`src/rtl/morse_transmissor.sv`:
```
// Serializes a 5-symbol Morse code (bit 4 first, 1=dot, 0=dash) into timed key on/off.
// Define MORSE_CHAR_GAP_EN to append the 3-unit inter-character gap before returning idle.
module morse_transmissor #(
  parameter int UNIT_CYCLES = 4
) (
  input  logic       clk,
  input  logic       reset_n,
  input  logic [4:0] code,
  input  logic       valid,
  output logic       ready,
  output logic       key,
  output logic       busy,
  output logic       done
);

  localparam int TW = $clog2(3*UNIT_CYCLES+1);
  // Timer holds (duration-1) and the state advances on the cycle it reads zero.
  localparam logic [TW-1:0] T_UNIT = TW'(UNIT_CYCLES-1);
  localparam logic [TW-1:0] T_DASH = TW'(3*UNIT_CYCLES-1);
`ifdef MORSE_CHAR_GAP_EN
  // One cycle short: the idle/ready cycle supplies the final gap cycle,
  // so back-to-back characters see exactly 3 units of key low.
  localparam logic [TW-1:0] T_GAP  = TW'(3*UNIT_CYCLES-2);
`endif

  typedef enum logic [1:0] {IDLE, MARK, SPACE, CHAR_GAP} state_t;

  state_t          state;
  logic [TW-1:0]   timer;
  logic [4:0]      sreg;
  logic [2:0]      idx;

  always_ff @(posedge clk or negedge reset_n) begin
    if (!reset_n) begin
      state <= IDLE;
      timer <= '0;
      sreg  <= '0;
      idx   <= '0;
      done  <= 1'b0;
    end else begin
      done <= 1'b0;
      case (state)
        IDLE: begin
          if (valid) begin
            sreg  <= code;
            idx   <= '0;
            timer <= code[4] ? T_UNIT : T_DASH;
            state <= MARK;
          end
        end
        MARK: begin
          if (timer == '0) begin
            if (idx < 3'd4) begin
              timer <= T_UNIT;
              state <= SPACE;
            end else begin
`ifdef MORSE_CHAR_GAP_EN
              timer <= T_GAP;
              state <= CHAR_GAP;
`else
              done  <= 1'b1;
              state <= IDLE;
`endif
            end
          end else begin
            timer <= timer - 1'b1;
          end
        end
        SPACE: begin
          if (timer == '0) begin
            idx   <= idx + 3'd1;
            sreg  <= {sreg[3:0], 1'b0};
            timer <= sreg[3] ? T_UNIT : T_DASH;
            state <= MARK;
          end else begin
            timer <= timer - 1'b1;
          end
        end
        default: begin
`ifdef MORSE_CHAR_GAP_EN
          if (timer == '0) begin
            done  <= 1'b1;
            state <= IDLE;
          end else begin
            timer <= timer - 1'b1;
          end
`else
          state <= IDLE;
`endif
        end
      endcase
    end
  end

  assign ready = (state == IDLE);
  assign key   = (state == MARK);
  assign busy  = ~ready;

endmodule
```
`config.mk`:
```
export PLATFORM = sky130hd
export DESIGN_NAME = morse_transmissor
export DESIGN_NICKNAME = d
export VERILOG_FILES = /design/src/rtl/morse_transmissor.sv
export SDC_FILE = /design/constraint.sdc
export NUM_CORES = 1
export LEC_CHECK = 0
export CORE_MARGIN = 5
export CORE_UTILIZATION = 39
export DETAILED_ROUTE_END_ITERATION = 7
export DONT_BUFFER_PORTS = 1
export GPL_TIMING_DRIVEN = 0
export HOLD_SLACK_MARGIN = 0.12
export PLACE_DENSITY = 0.6
export SYNTH_ARGS = -nofsm -noshare
export SYNTH_HDL_FRONTEND = slang
export SYNTH_SLANG_ARGS = --single-unit
```
`constraint.sdc`:
```
create_clock -name clk -period 2.2 [get_ports clk]
set_input_delay 0.55 -clock clk [delete_from_list [all_inputs] [get_ports clk]]
set_output_delay 0.55 -clock clk [all_outputs]
set_load 0.02 [all_outputs]
```
Yosys cells after proc, flatten, opt, wreduce, memory -nomap -nowiden
Cells that the tools add are included.
{ "op_classes": {"addsub": 2, "n_lt_le_gt_ge": 1, "eq_ne": 6, "muxes": 21, "bitwise_logic": 1, "n_reduce_logical": 7} }
{ "op_table": {"columns": ["cell", "count"], "rows": [
  ["$mux 4", 8],
  ["$pmux 4 s3", 1],
  ["$reduce_and 3->1", 3],
  ["$mux 2", 4],
  ["$pmux 4 s2", 1],
  ["$mux 3", 2],
  ["$pmux 2 s3", 1],
  ["$pmux 3 s2", 1],
  ["$logic_not 4->1", 1],
  ["$ne 2x2->1 const B", 2],
  ["$sub 4x1->4 const B", 1],
  ["$add 3x1->3 const B", 1],
  ["$lt 3x3->1 const B", 1],
  ["$mux 1", 3],
  ["$ne 3x3->1 const B", 1],
  ["$reduce_bool 3->1", 1],
  ["$eq 2x1->1 const B", 1],
  ["$eq 2x2->1 const B", 1],
  ["$logic_not 2->1", 1],
  ["$ne 2x1->1 const B", 1],
  ["$reduce_bool 2->1", 1],
  ["$not 1->1", 1]
]} }
{ "totals": {"register_bits": 14, "in_bits": 8, "output_inout_bits": 4, "word_cells": 43} }

Longest topological paths before layout
{ "logic_depth": {"depth_word": 4, "ltp_mapped": 7, "ltp_nobuf": 6} }

Worst setup path after synthesis
Ideal clock, no wire load.
{ "synth_timing": {"path_kind": "flip-flop to flip-flop", "start": "reg state[0]", "end": "reg idx[0]", "setup_ps": 121, "arrival_ps": 1707, "required_time_ps": 2079, "slack_ps": 372, "path_stages_with_launch": 8, "n_path_buf": 1, "synth_period_minus_slack_ps": 1828, "path_cell_list": "dfrtp_1 -> inv_1 -> ha_1 -> nor2b_1 -> buf_2 -> nor2_1 -> mux2_4 -> a22o_1"} }
{ "synth_between": {"elab_chain_cells": 3, "word_cells_on_any_way": 7, "cone_classes": "eq/ne: 3; mux: 1; reduce/logical: 3"} }
{ "synth_rtl": {"columns": ["element", "line", "source"], "rows": [
  ["start: declaration", "28", "state_t state;"],
  ["start signal: assignment", "35", "state <= IDLE;"],
  ["start signal: assignment", "48", "state <= MARK;"],
  ["start signal: assignment", "55", "state <= SPACE;"],
  ["$logic_not 2->1 (*)", null, null],
  ["named net ready", "10", "output logic ready,"],
  ["$ne 2x2->1 (no line) or $reduce_bool 2->1 (tied branches)", null, null],
  ["$reduce_and 3->1 (no line)", null, null],
  ["end signal: assignment", "71", "idx <= idx + 3'd1;"],
  ["end: declaration", "31", "logic [2:0] idx;"]
]} }
The timed path passes the listed nets; every way through them passes the cells marked *.
A chain may end at the register's enable or synchronous reset.

Worst setup path after layout
{ "layout_timing": {"start": "reg state[0]", "end": "out busy"} }
{ "layout_between": {"elab_chain_cells": 2} }
{ "layout_rtl": {"columns": ["element", "line", "source"], "rows": [
  ["$logic_not 2->1", "95", "assign ready = (state == IDLE);"],
  ["named net ready", "10", null],
  ["$not 1->1", "97", "assign busy = ~ready;"],
  ["end: declaration", "12", "output logic busy,"]
]} }
The timed path passes the listed nets, and every way through them passes these cells.

==> impl_metrics.env <==
export IMPL_leakage_nw=0.4585
export IMPL_max_vdd_ir_drop_v=0.0008545
export IMPL_synth_seq_cells=14
export IMPL_status="completed"
export IMPL_clock_tree_root_cell="clkbuf_4"
export IMPL_post_synth_top_area_cell="dfrtp_1"
export IMPL_syn_area_sq_um=922.1
export IMPL_critPathKind="flop to output port"
export IMPL_finalNonFillerCells=131
export IMPL_post_drt_wl_per_cell_um=14.40
export IMPL_r2r_end="idx[0]"
export IMPL_hold_buffers=1
export IMPL_initialDrtViolationCount=3
export IMPL_setup_viol=0
export IMPL_hold_depth=2
export IMPL_powerDensity_nw_per_um2=1348
export IMPL_start_kind="flop"
export IMPL_end_kind="output port"
export IMPL_slew_headroom_pct=56.15
export IMPL_critPathSlowestCell="dfrtp_1"
export IMPL_grt_overflow_total=0
export IMPL_synth_edf_count=0
export IMPL_synth_top_area_share_pct=37.99
export IMPL_critical_path_max_stage_delay_ps=440
export IMPL_clk_pin_slew_ps=90
export IMPL_vias_per_cell=5.275
export IMPL_switchingPower_w=0.0006137
export IMPL_swShare_pct=45.38
export IMPL_num_vias=691
export IMPL_core_area_sq_um=2233
export IMPL_r2r_start="state[0]"
export IMPL_synth_avg_cell_area_sq_um=9.410
export IMPL_dr_pass1_iters=2
export IMPL_cts_setup_buffers=0
export IMPL_diodes=0
export IMPL_area_delta_synth_final_pct=8.819
export IMPL_cts_tree="done"
export IMPL_fin_area_sq_um=1003
export IMPL_die_h_um=58.63
export IMPL_synth_ff_type="dfrtp_1"
export IMPL_post_route_cells_drive_above_1_share_pct=10.68
export IMPL_finalPower_w=0.001352
export IMPL_first_global_vias=718
export IMPL_insertion_delay_ps=280
export IMPL_synth_warnings=0
export IMPL_holdPathEnd="sreg[2]"
export IMPL_slew_viol_final=0
export IMPL_io_buffers=0
export IMPL_drv_cap=0
export IMPL_cts_buffer_depth=2
export IMPL_hold_viol_final=0
export IMPL_final_util_pct=44.93
export IMPL_dp_cells=126
export IMPL_tightest_slew_ps=655.6
export IMPL_synthCells=98
export IMPL_final_cell_mix="14 x dfrtp_1, 10 x a21oi_1, 9 x inv_1, 8 x nor2_1, 8 x ha_1"
export IMPL_placementRows=17
export IMPL_async_reset_ff_share_pct=100.0
export IMPL_worstHoldStart="code[2]"
export IMPL_critPathLaunch="state[0]"
export IMPL_max_clock_freq_mhz=492.0
export IMPL_nets=120
export IMPL_die_area_sq_um=3437
export IMPL_grt_max_degree=15
export IMPL_ant_nets=0
export IMPL_yosysSeqAreaShare_pct=37.99
export IMPL_grt_pass1_wl_mm=3.284
export IMPL_cts_max_level=1
export IMPL_seqPwrFrac_pct=32.1
export IMPL_routed_wl_mm=1.887
export IMPL_clock_sinks=14
export IMPL_hold_class="input pin to flop"
export IMPL_die_x_um=58.63
export IMPL_reg2reg_slack_ps=180
export IMPL_synth_area_leaders="dfrtp_1 38%, ha_1 11%, a21oi_1 5.4%, mux2i_1 5.4%, o21ai_0 3.8%"
export IMPL_arrival_ps=1480
export IMPL_ys_types=30
export IMPL_crit_top_cell="inv_1"
export IMPL_placed_area_sq_um=957.2
export IMPL_reg2reg_depth=7
export IMPL_synth_fp_nets=114
export IMPL_min_period_ps=2033
export IMPL_track_usage_pct=12.84
export IMPL_antenna_found_initial=0
export IMPL_place_congestion=0.7474
export IMPL_timing_final_crit_share_pct=92.39
export IMPL_start_util_pct=41.29
export IMPL_clockPowerShare_pct=13.8
export IMPL_critPathRequiredTime_ps=1650
export IMPL_crit_chain="inv_1, ha_1, inv_1"
export IMPL_place_hpwl_mm=1.380
export IMPL_grt_setup_unrepaired="false"
export IMPL_setup_tns_ps=0
export IMPL_skew_ps=4.251
export IMPL_cts_repair_resize_count=0
export IMPL_path_max_fanout=7
export IMPL_drc_errors=0
export IMPL_p_int_w=0.0007387
export IMPL_layout_commonest_cell="dfrtp_1"
export IMPL_io_pins=12
export IMPL_combPwrFrac_pct=54.1
export IMPL_numCtsBuffers=3
[critical path: cells and delay by family (launching register included)]
| kind | cells | cell delay (ps) |
|---|---|---|
| adder cells (fa/ha/maj) | 1 | 410 |
| flip-flops | 1 | 440 |
| buffers and inverters | 2 | 360 |
[cell type report]
cell class                      instances  area (sq um)
Inverter                                9         33.78
Sequential cell                        14         350.3
Timing Repair Buffer                    1         10.01
Tap cell                               28         35.03
Buffer                                  3         13.76
Multi-Input combinational cell         72         524.3
Fill cell                             221          1230
Clock buffer                            4         36.28
[through the flow]
| stage | worst slack, ps | hold WS, ps |
|---|---|---|
| after floorplan | 371.8 | 254.4 |
| after detailed placement | 180.2 | 255.0 |
| final | 167.5 | 480.7 |
| after global routing | 34.01 | 481.6 |
| after CTS | 145.7 | 471.7 |
| after global placement | 218.8 | 254.9 |
[cells in the mapped netlist (2+ instances only)]
master and count:
nor3_1 3, o22ai_1 2, nor2_1 8, o21ai_0 7, mux2i_1 5, ha_1 8, nand2_1 7, nor2b_1 2
buf_2 2, a21oi_1 10, a22o_1 3, inv_1 9, dfrtp_1 14, and3_1 2
[registers in the layout (all words and copies together), names as in the netlist]
register	cells
done	1
idx	3
sreg	4
state	2
timer	4
[kinds of logic after synthesis]
| family | synth area share [%] |
|---|---|
| AOI/OAI and AO/OA | 25.37 |
| adders and majority gates | 10.86 |
| buffers and inverters | 5.155 |
| DFF | 37.99 |
| muxes | 7.055 |
| and+or+nand+nor | 13.57 |
[power groups by stage]
| stage | clock network (W) | logic, W | registers [W] |
|---|---|---|---|
| global placement | 0 | 0.000716 | 0.000436 |
| detailed placement | 0 | 0.000729 | 0.000440 |
| finish | 0.000187 | 0.000731 | 0.000434 |
| CTS | 0.000192 | 0.000745 | 0.000434 |
| global route | 0.000206 | 0.000846 | 0.000449 |
| floorplan | 0 | 0.000612 | 0.000415 |
[worst max path at each step]
stage,end,slack (ps)
2_1_floorplan,idx[0],370
3_3_place_gp,timer[3],220
3_5_place_dp,idx[0],180
4_1_cts,busy,150
5_1_grt,timer[3],30
6_report,busy,170
[per-layer routing]
metal  track usage, %  up-vias  part of all wire, %
met4            4.854        0                 0.69
met2            20.41       12                   46
met3            4.386        2                  5.4
met1            16.04      318                   48
met5                0        -                    0
li1                 -      359                    -
(Power assumes the default switching activity.)
